===== src/rtl/spi_mem_master.sv =====
// SPI mode-0 master serving CPU fetch/load/store against flash (cs1) and RAM (cs2).
// Define SPI_MEM_FAST_READ_EN to use opcode 0x0B with 8 dummy clocks for flash reads.
module spi_mem_master #(
  parameter int unsigned CLK_DIV   = 1,
  parameter logic [7:0]  READ_CMD  = 8'h03,
  parameter logic [7:0]  WRITE_CMD = 8'h02
) (
  input  logic        clk,
  input  logic        rst_n,
  input  logic        start_request,
  input  logic        is_write,
  input  logic [2:0]  num_bytes,
  input  logic [24:0] target_address,
  input  logic [31:0] write_value,
  output logic [31:0] fetched_value,
  output logic        request_done,
  output logic        sclk,
  output logic        mosi,
  output logic        cs1,
  output logic        cs2,
  input  logic        miso
);

  localparam logic [15:0] DivLast = 16'(CLK_DIV - 1);
`ifdef SPI_MEM_FAST_READ_EN
  localparam logic [7:0] FastReadCmd = 8'h0B;
`endif

  typedef enum logic [2:0] {
    StIdle  = 3'd0,
    StCmd   = 3'd1,
    StAddr  = 3'd2,
`ifdef SPI_MEM_FAST_READ_EN
    StDummy = 3'd3,
`endif
    StData  = 3'd4,
    StDone  = 3'd5
  } state_e;

  state_e state_q, state_d;

  // Latched request
  logic        wr_q, wr_d;
  logic [2:0]  nb_q, nb_d;
  logic [24:0] addr_q, addr_d;
  logic [31:0] wdata_q, wdata_d;

  // Bit sequencer
  logic [15:0] div_q, div_d;
  logic        phase_q, phase_d;
  logic [4:0]  bit_q, bit_d;
  logic [31:0] tx_q, tx_d;
  logic        tail_q, tail_d;

  // Read capture
  logic [4:0]  rx_idx_q, rx_idx_d;
  logic [31:0] fetched_q, fetched_d;

  // Registered pins
  logic sclk_q, sclk_d;
  logic mosi_q, mosi_d;
  logic cs1_q, cs1_d;
  logic cs2_q, cs2_d;

  logic        accept;
  logic        len_ok;
  logic        shifting;
  logic        bit_end;
  logic        last_bit;
  logic        read_data;
  logic        sample;
  logic [7:0]  opcode;
  logic [31:0] wdata_aligned;
  logic [5:0]  data_bits;
  logic [4:0]  data_last;
`ifdef SPI_MEM_FAST_READ_EN
  logic        fast_rd;
  logic        fast_req;
`endif

  assign accept = (state_q == StIdle) && start_request;
  assign len_ok = (num_bytes != 3'd0) && (num_bytes <= 3'd4);

`ifdef SPI_MEM_FAST_READ_EN
  assign fast_rd  = ~wr_q & ~addr_q[24];
  assign fast_req = ~is_write & ~target_address[24];
  assign opcode   = is_write ? WRITE_CMD : (fast_req ? FastReadCmd : READ_CMD);
  assign shifting = ((state_q == StCmd) || (state_q == StAddr) || (state_q == StDummy) ||
                     (state_q == StData)) && !tail_q;
`else
  assign opcode   = is_write ? WRITE_CMD : READ_CMD;
  assign shifting = ((state_q == StCmd) || (state_q == StAddr) || (state_q == StData)) &&
                    !tail_q;
`endif

  // A bit ends when the high half of sclk has run its full length
  assign bit_end   = shifting && phase_q && (div_q == DivLast);
  assign last_bit  = bit_end && (bit_q == 5'd0);
  assign read_data = (state_q == StData) && !wr_q;
  // sclk_q still low while the next value is high: this edge raises sclk on the pin
  assign sample    = shifting && read_data && phase_q && !sclk_q;

  assign data_bits = {nb_q, 3'b000};
  assign data_last = 5'(data_bits - 6'd1);

  always_comb begin
    unique case (nb_q)
      3'd1:    wdata_aligned = {wdata_q[7:0], 24'h0};
      3'd2:    wdata_aligned = {wdata_q[15:0], 16'h0};
      3'd3:    wdata_aligned = {wdata_q[23:0], 8'h0};
      default: wdata_aligned = wdata_q;
    endcase
  end

  // FSM state register
  always_ff @(posedge clk or negedge rst_n) begin
    if (!rst_n) begin
      state_q <= StIdle;
    end else begin
      state_q <= state_d;
    end
  end

  // FSM next state
  always_comb begin
    state_d = state_q;
    unique case (state_q)
      StIdle:  if (start_request) state_d = len_ok ? StCmd : StDone;
      StCmd:   if (last_bit) state_d = StAddr;
`ifdef SPI_MEM_FAST_READ_EN
      StAddr:  if (last_bit) state_d = fast_rd ? StDummy : StData;
      StDummy: if (last_bit) state_d = StData;
`else
      StAddr:  if (last_bit) state_d = StData;
`endif
      // One tail cycle lets the registered pins return to idle before DONE
      StData:  if (tail_q) state_d = StDone;
      StDone:  if (!start_request) state_d = StIdle;
      default: state_d = StIdle;
    endcase
  end

  // Pin outputs, registered so they are glitch-free
  always_comb begin
    sclk_d = 1'b0;
    mosi_d = 1'b0;
    cs1_d  = 1'b1;
    cs2_d  = 1'b1;
    if (shifting) begin
      sclk_d = phase_q;
      mosi_d = tx_q[31] & ~read_data;
      cs1_d  = addr_q[24];
      cs2_d  = ~addr_q[24];
    end
  end

  // Datapath next state
  always_comb begin
    wr_d      = wr_q;
    nb_d      = nb_q;
    addr_d    = addr_q;
    wdata_d   = wdata_q;
    div_d     = div_q;
    phase_d   = phase_q;
    bit_d     = bit_q;
    tx_d      = tx_q;
    tail_d    = tail_q;
    rx_idx_d  = rx_idx_q;
    fetched_d = fetched_q;

    if (accept) begin
      wr_d      = is_write;
      nb_d      = num_bytes;
      addr_d    = target_address;
      wdata_d   = write_value;
      div_d     = '0;
      phase_d   = 1'b0;
      bit_d     = 5'd7;
      tx_d      = {opcode, 24'h0};
      tail_d    = 1'b0;
      rx_idx_d  = '0;
      fetched_d = '0;
    end

    if (shifting) begin
      if (div_q == DivLast) begin
        div_d   = '0;
        phase_d = ~phase_q;
      end else begin
        div_d = div_q + 16'd1;
      end

      if (bit_end) begin
        tx_d  = {tx_q[30:0], 1'b0};
        bit_d = bit_q - 5'd1;
      end

      if (sample) begin
        fetched_d[5'd31 - rx_idx_q] = miso;
        rx_idx_d = rx_idx_q + 5'd1;
      end

      if (last_bit) begin
        case (state_q)
          StCmd: begin
            tx_d  = {addr_q[23:0], 8'h00};
            bit_d = 5'd23;
          end
          StAddr: begin
`ifdef SPI_MEM_FAST_READ_EN
            if (fast_rd) begin
              tx_d  = '0;
              bit_d = 5'd7;
            end else
`endif
            begin
              tx_d  = wdata_aligned;
              bit_d = data_last;
            end
          end
`ifdef SPI_MEM_FAST_READ_EN
          StDummy: begin
            tx_d  = '0;
            bit_d = data_last;
          end
`endif
          StData:  tail_d = 1'b1;
          default: ;
        endcase
      end
    end
  end

  always_ff @(posedge clk or negedge rst_n) begin
    if (!rst_n) begin
      wr_q      <= 1'b0;
      nb_q      <= '0;
      addr_q    <= '0;
      wdata_q   <= '0;
      div_q     <= '0;
      phase_q   <= 1'b0;
      bit_q     <= '0;
      tx_q      <= '0;
      tail_q    <= 1'b0;
      rx_idx_q  <= '0;
      fetched_q <= '0;
      sclk_q    <= 1'b0;
      mosi_q    <= 1'b0;
      cs1_q     <= 1'b1;
      cs2_q     <= 1'b1;
    end else begin
      wr_q      <= wr_d;
      nb_q      <= nb_d;
      addr_q    <= addr_d;
      wdata_q   <= wdata_d;
      div_q     <= div_d;
      phase_q   <= phase_d;
      bit_q     <= bit_d;
      tx_q      <= tx_d;
      tail_q    <= tail_d;
      rx_idx_q  <= rx_idx_d;
      fetched_q <= fetched_d;
      sclk_q    <= sclk_d;
      mosi_q    <= mosi_d;
      cs1_q     <= cs1_d;
      cs2_q     <= cs2_d;
    end
  end

  assign sclk          = sclk_q;
  assign mosi          = mosi_q;
  assign cs1           = cs1_q;
  assign cs2           = cs2_q;
  assign fetched_value = fetched_q;
  assign request_done  = (state_q == StDone) && start_request;

endmodule


===== config.mk =====
export PLATFORM = sky130hd
export DESIGN_NAME = spi_mem_master
export DESIGN_NICKNAME = d
export VERILOG_FILES = /design/src/rtl/spi_mem_master.sv
export SDC_FILE = /design/constraint.sdc
export NUM_CORES = 1
export LEC_CHECK = 0
export ABC_AREA = 0
export CELL_PAD_IN_SITES_DETAIL_PLACEMENT = 2
export CELL_PAD_IN_SITES_GLOBAL_PLACEMENT = 2
export CORE_MARGIN = 4
export CORE_UTILIZATION = 31
export DETAILED_ROUTE_END_ITERATION = 12
export PLACE_DENSITY_LB_ADDON = 0.1
export REMOVE_ABC_BUFFERS = 1
export SYNTH_ARGS = -nofsm -noshare
export SYNTH_HDL_FRONTEND = slang
export SYNTH_SLANG_ARGS = --single-unit

===== constraint.sdc =====
create_clock -name clk -period 1.98 [get_ports clk]
set_input_delay 0.396 -clock clk [delete_from_list [all_inputs] [get_ports clk]]
set_output_delay 0.396 -clock clk [all_outputs]
set_load 0.05 [all_outputs]

==> reports/results.txt, run 1 <==
The critical path is of the reg -> reg type. In this run the horizontal extent of the chip is 168.3 µm. Synthesis inferred 160 register bits. The run gives 0 as the final routed DRC violation total. The proportion of netlist area held by the largest area contributor is 0.4964, and the final instance area is 0.01137 mm². Clock-pin slew was measured on the worst setup and hold paths at 0.07 ns.

TritonCTS built the clock tree. The H-tree was split into 4 levels. Share of flip-flops with an asynchronous set or reset: 1.000.

The kind of launch point of the worst setup path was a register. The largest individual stage delay along the critical path comes from the cell or3b_4. For this block, the via count after detailed routing is 7,376. Nature of the critical path endpoint: a register.

Sorting the synthesized cells by area gives the leading types as dfrtp_1 (50%), nand2_1 (12%), nand3_1 (3.3%). After floorplanning, the core was sized to cover 0.02525 mm². The final reports fail on negative setup slack.

The cell accounting for the most synthesized area was dfrtp_1. In this run the count of I/O pins placed on the die edge is 102. The design draws 15.30 mW. The tightest min-delay check is of the reg -> reg type.

The first global-routing pass estimated 46,400 µm of wire. For the maximum clock frequency, the log shows 0.4808 GHz. The run gives -0.1000 ns as the worst setup slack after layout. The analysis attributes to cell leakage a power of 5.387 nW.

Entering global routing, the biggest net connects 47 pins. The largest buffer count on any clock path was 2; the number of flops mapped to enable cells by yosys was 0. The worst-case IR drop observed on VDD is 0.5832 mV. The number of antenna diodes in the final layout is 0. In this run the tool buffered the top-level ports with 101 buffer cells. Counting every sink on the clock net gives 160. In the synthesized netlist the dominant register cell turns out to be dfrtp_1.

The clock insertion delay at the later pin of the skew report was 0.44 ns; the share of the clock period used by the worst path after layout was 1.051. In this design, the stage delay of the slowest critical-path cell is 0.46 ns. The die covers 0.02832 mm².

The run gives 58 as the number of rows created at floorplan. After detailed placement, the total cell area comes to 0.01016 mm². The power density over the cells is 1346 mW/mm². For the sequential element share of the synthesized area, the log shows 0.5030. Between clock sinks in the finished design, the worst skew comes to 0.01854 ns.

The relative slew slack came out at 0.6285. The run finished, with violations left. Cell occurring most often along the worst timing path: buf_12. The run gives 8,305 as the via count of the first global-routing pass.

Setup violations remaining at the end of the flow were counted as 31. The detail route stage leaves a number of antenna-violating nets equal to 0. The leading cell type by number of instances after synthesis is nand2_1. In the routed layout, each cell is associated on average with a via count of 5.341. Yosys printed 0 warnings. At the end of routability-driven placement, the weighted congestion stood at 0.8030. After global routing the overflow that remains totals 0. The overall routed net length was 29,210 µm.

The area growth from synthesis to layout was 42.73%. Number of hold-slack violations in the final timing report: 0. After legalization and detailed placement, the total HPWL measured 19,480 µm. Minimum setup slack after placement: -0.2189 ns. Yosys mapped the design onto 67 distinct sky130hd cell types. Across all hold checks on the routed design, the worst slack comes to 0.4522 ns.

The number of design-rule violations left by the first detailed-router iteration was 465. Along the worst path, the maximum fanout reaches 8. STA puts the critical path data required time at 2.30 ns.

The average instance in the mapped netlist occupies 9.327 µm². Buffers inserted during clock tree synthesis total 17. Sorting the synthesized cells by how often they occur yields nand2_1 (251), dfrtp_1 (158), nand3_1 (53), clkbuf_1 (38), a21oi_1 (28). The cell sitting at the root of the clock tree is a clkbuf_16. The starting density of the core is 0.3154, and the initial antenna violation count is 0. After layout, the minimum clock period comes to 2.080 ns. The share of cells above drive strength 1 works out to 0.2407. The net count of the finished layout is 1,115.

The tool flagged a number of max-cap violations equal to 0. At the pin with the least slew margin, the transition time is 0.5530 ns. The die is 168.3 µm tall. The detailed-router iteration count before antenna repair came out at 5. Number of standard cells after synthesis: 854.

Setup repair after global routing could not meet its margin everywhere. For the data arrival at the endpoint of the critical path, the log shows 2.40 ns. The signal on the critical path passes through or3b_4 -> o22ai_4 -> nand3_4 -> buf_12 -> buf_12 -> and3_4 -> a211o_1. The area of the mapped netlist came out at 0.007965 mm². The tools report the total global-route track usage as 0.2037. The routed length per placed instance came out at 21.15 µm.

For the number of pins exceeding their max-slew limit in the final report, the log shows 0.
[sequential cells by signal, summed over array words and instances (netlist names), 5 cells and up]
name	flops
wdata_q	32
fetched_value	32
rx_idx_q	5
bit_q	5
tx_q	32
div_q	16
addr_q	25
[worst paths after layout]
check                                       start                endpoint  slack [ns]  cells after the start
setup / recovery           state_q[1]$_DFFE_PN0P_       tx_q[3]$_DFF_PN0_       -0.10                      7
hold / removal             addr_q[24]$_DFFE_PN0P_           cs2$_DFF_PN1_        0.45                      1
setup reg to reg           state_q[1]$_DFFE_PN0P_       tx_q[3]$_DFF_PN0_       -0.10                      7
hold reg to reg            addr_q[24]$_DFFE_PN0P_           cs2$_DFF_PN1_        0.45                      1
max in group asynchronous                   rst_n     nb_q[2]$_DFFE_PN0P_        0.81                      3
min in group asynchronous                   rst_n  addr_q[10]$_DFFE_PN0P_        0.48                      2
[where the power goes]
group / total, mW / switching [mW] / internal (mW)
Combinational: 6.61 / 3.62 / 2.99
Clock: 3.75 / 1.44 / 2.31
Sequential: 4.94 / 0.825 / 4.11
[metrics by stage]
| stage | utilization | instances | TNS [ns] |
|---|---|---|---|
| after floorplan | - | 784 | -209.97 |
| after global placement | 0.4022 | 1324 | -7.524 |
| after detailed placement | 0.4022 | 1324 | -11.99 |
| after CTS | 0.4415 | 1375 | -0.5852 |
| after global routing | 0.4502 | 1381 | -4.139 |
| final | 0.4502 | 1381 | -1.261 |
[critical path: cells and delay by family (launching register included)]
kind	cells	cell delay [ns]
simple gates	3	0.76
compound gates	2	0.48
flops	1	0.42
buf+inv	2	0.31
[layer usage]
metal / up-vias / share of wire / global-route usage
li1: 3401 / - / -
met1: 3836 / 0.46 / 0.2751
met2: 123 / 0.50 / 0.3470
met3: 16 / 0.032 / 0.03498
met4: 0 / 0.0083 / 0.03987
met5: - / 0 / 0
[logic make-up after synthesis]
family | after synthesis | synth area share
AOI/OAI and AO/OA | 168 | 0.1549
xor gates and xnor gates | 7 | 0.007697
adders and majority gates | 10 | 0.01571
buffers and inverters | 82 | 0.04807
DFF | 160 | 0.5030
muxes | 23 | 0.02937
and+or+nand+nor | 404 | 0.2413
[what timing repair did]
| action | 4_1_cts | 5_1_grt |
|---|---|---|
| buffers inserted | 22 | 5 |
| hold buffers | 1 | 0 |
| gates resized for setup | 78 | 39 |
| pin swaps | 18 | 18 |
| hold endpoints to repair | 39 | 0 |
| cloned | 1 | 2 |
| setup endpoints to repair | 81 | 68 |
[cell type report]
type | instances | area (µm²)
Timing Repair Buffer | 236 | 2371
Multi-Input combinational cell | 613 | 3875
Tap cell | 330 | 412.9
Sequential cell | 160 | 4009
Clock inverter | 11 | 202.7
Fill cell | 2701 | 13890
Clock buffer | 19 | 452.9
Inverter | 12 | 45.04
[placed cells by master (no fill, tap or decap), types with 11 or more instances in the layout]
cell             instances
nand2_1                251
dfrtp_1                156
buf_4                   92
clkdlybuf4s50_1         63
nand3_1                 47
dlygate4sd2_1           32
a21oi_1                 28
o211ai_1                23
buf_12                  23
o21ai_0                 21
buf_6                   21
mux2i_1                 20
a222oi_1                17
clkbuf_16               17
nor2_1                  16
a22oi_1                 15
and3_1                  14
a31o_2                  14
inv_1                   11
a31oi_1                 11
(Power assumes the default switching activity.)
==> inputs of run 2 (changes only) <==
SLEW_MARGIN = 15   (was default)
==> results of run 2 <==
No change in the layout: final DEF, timing and power equal those of run 1.
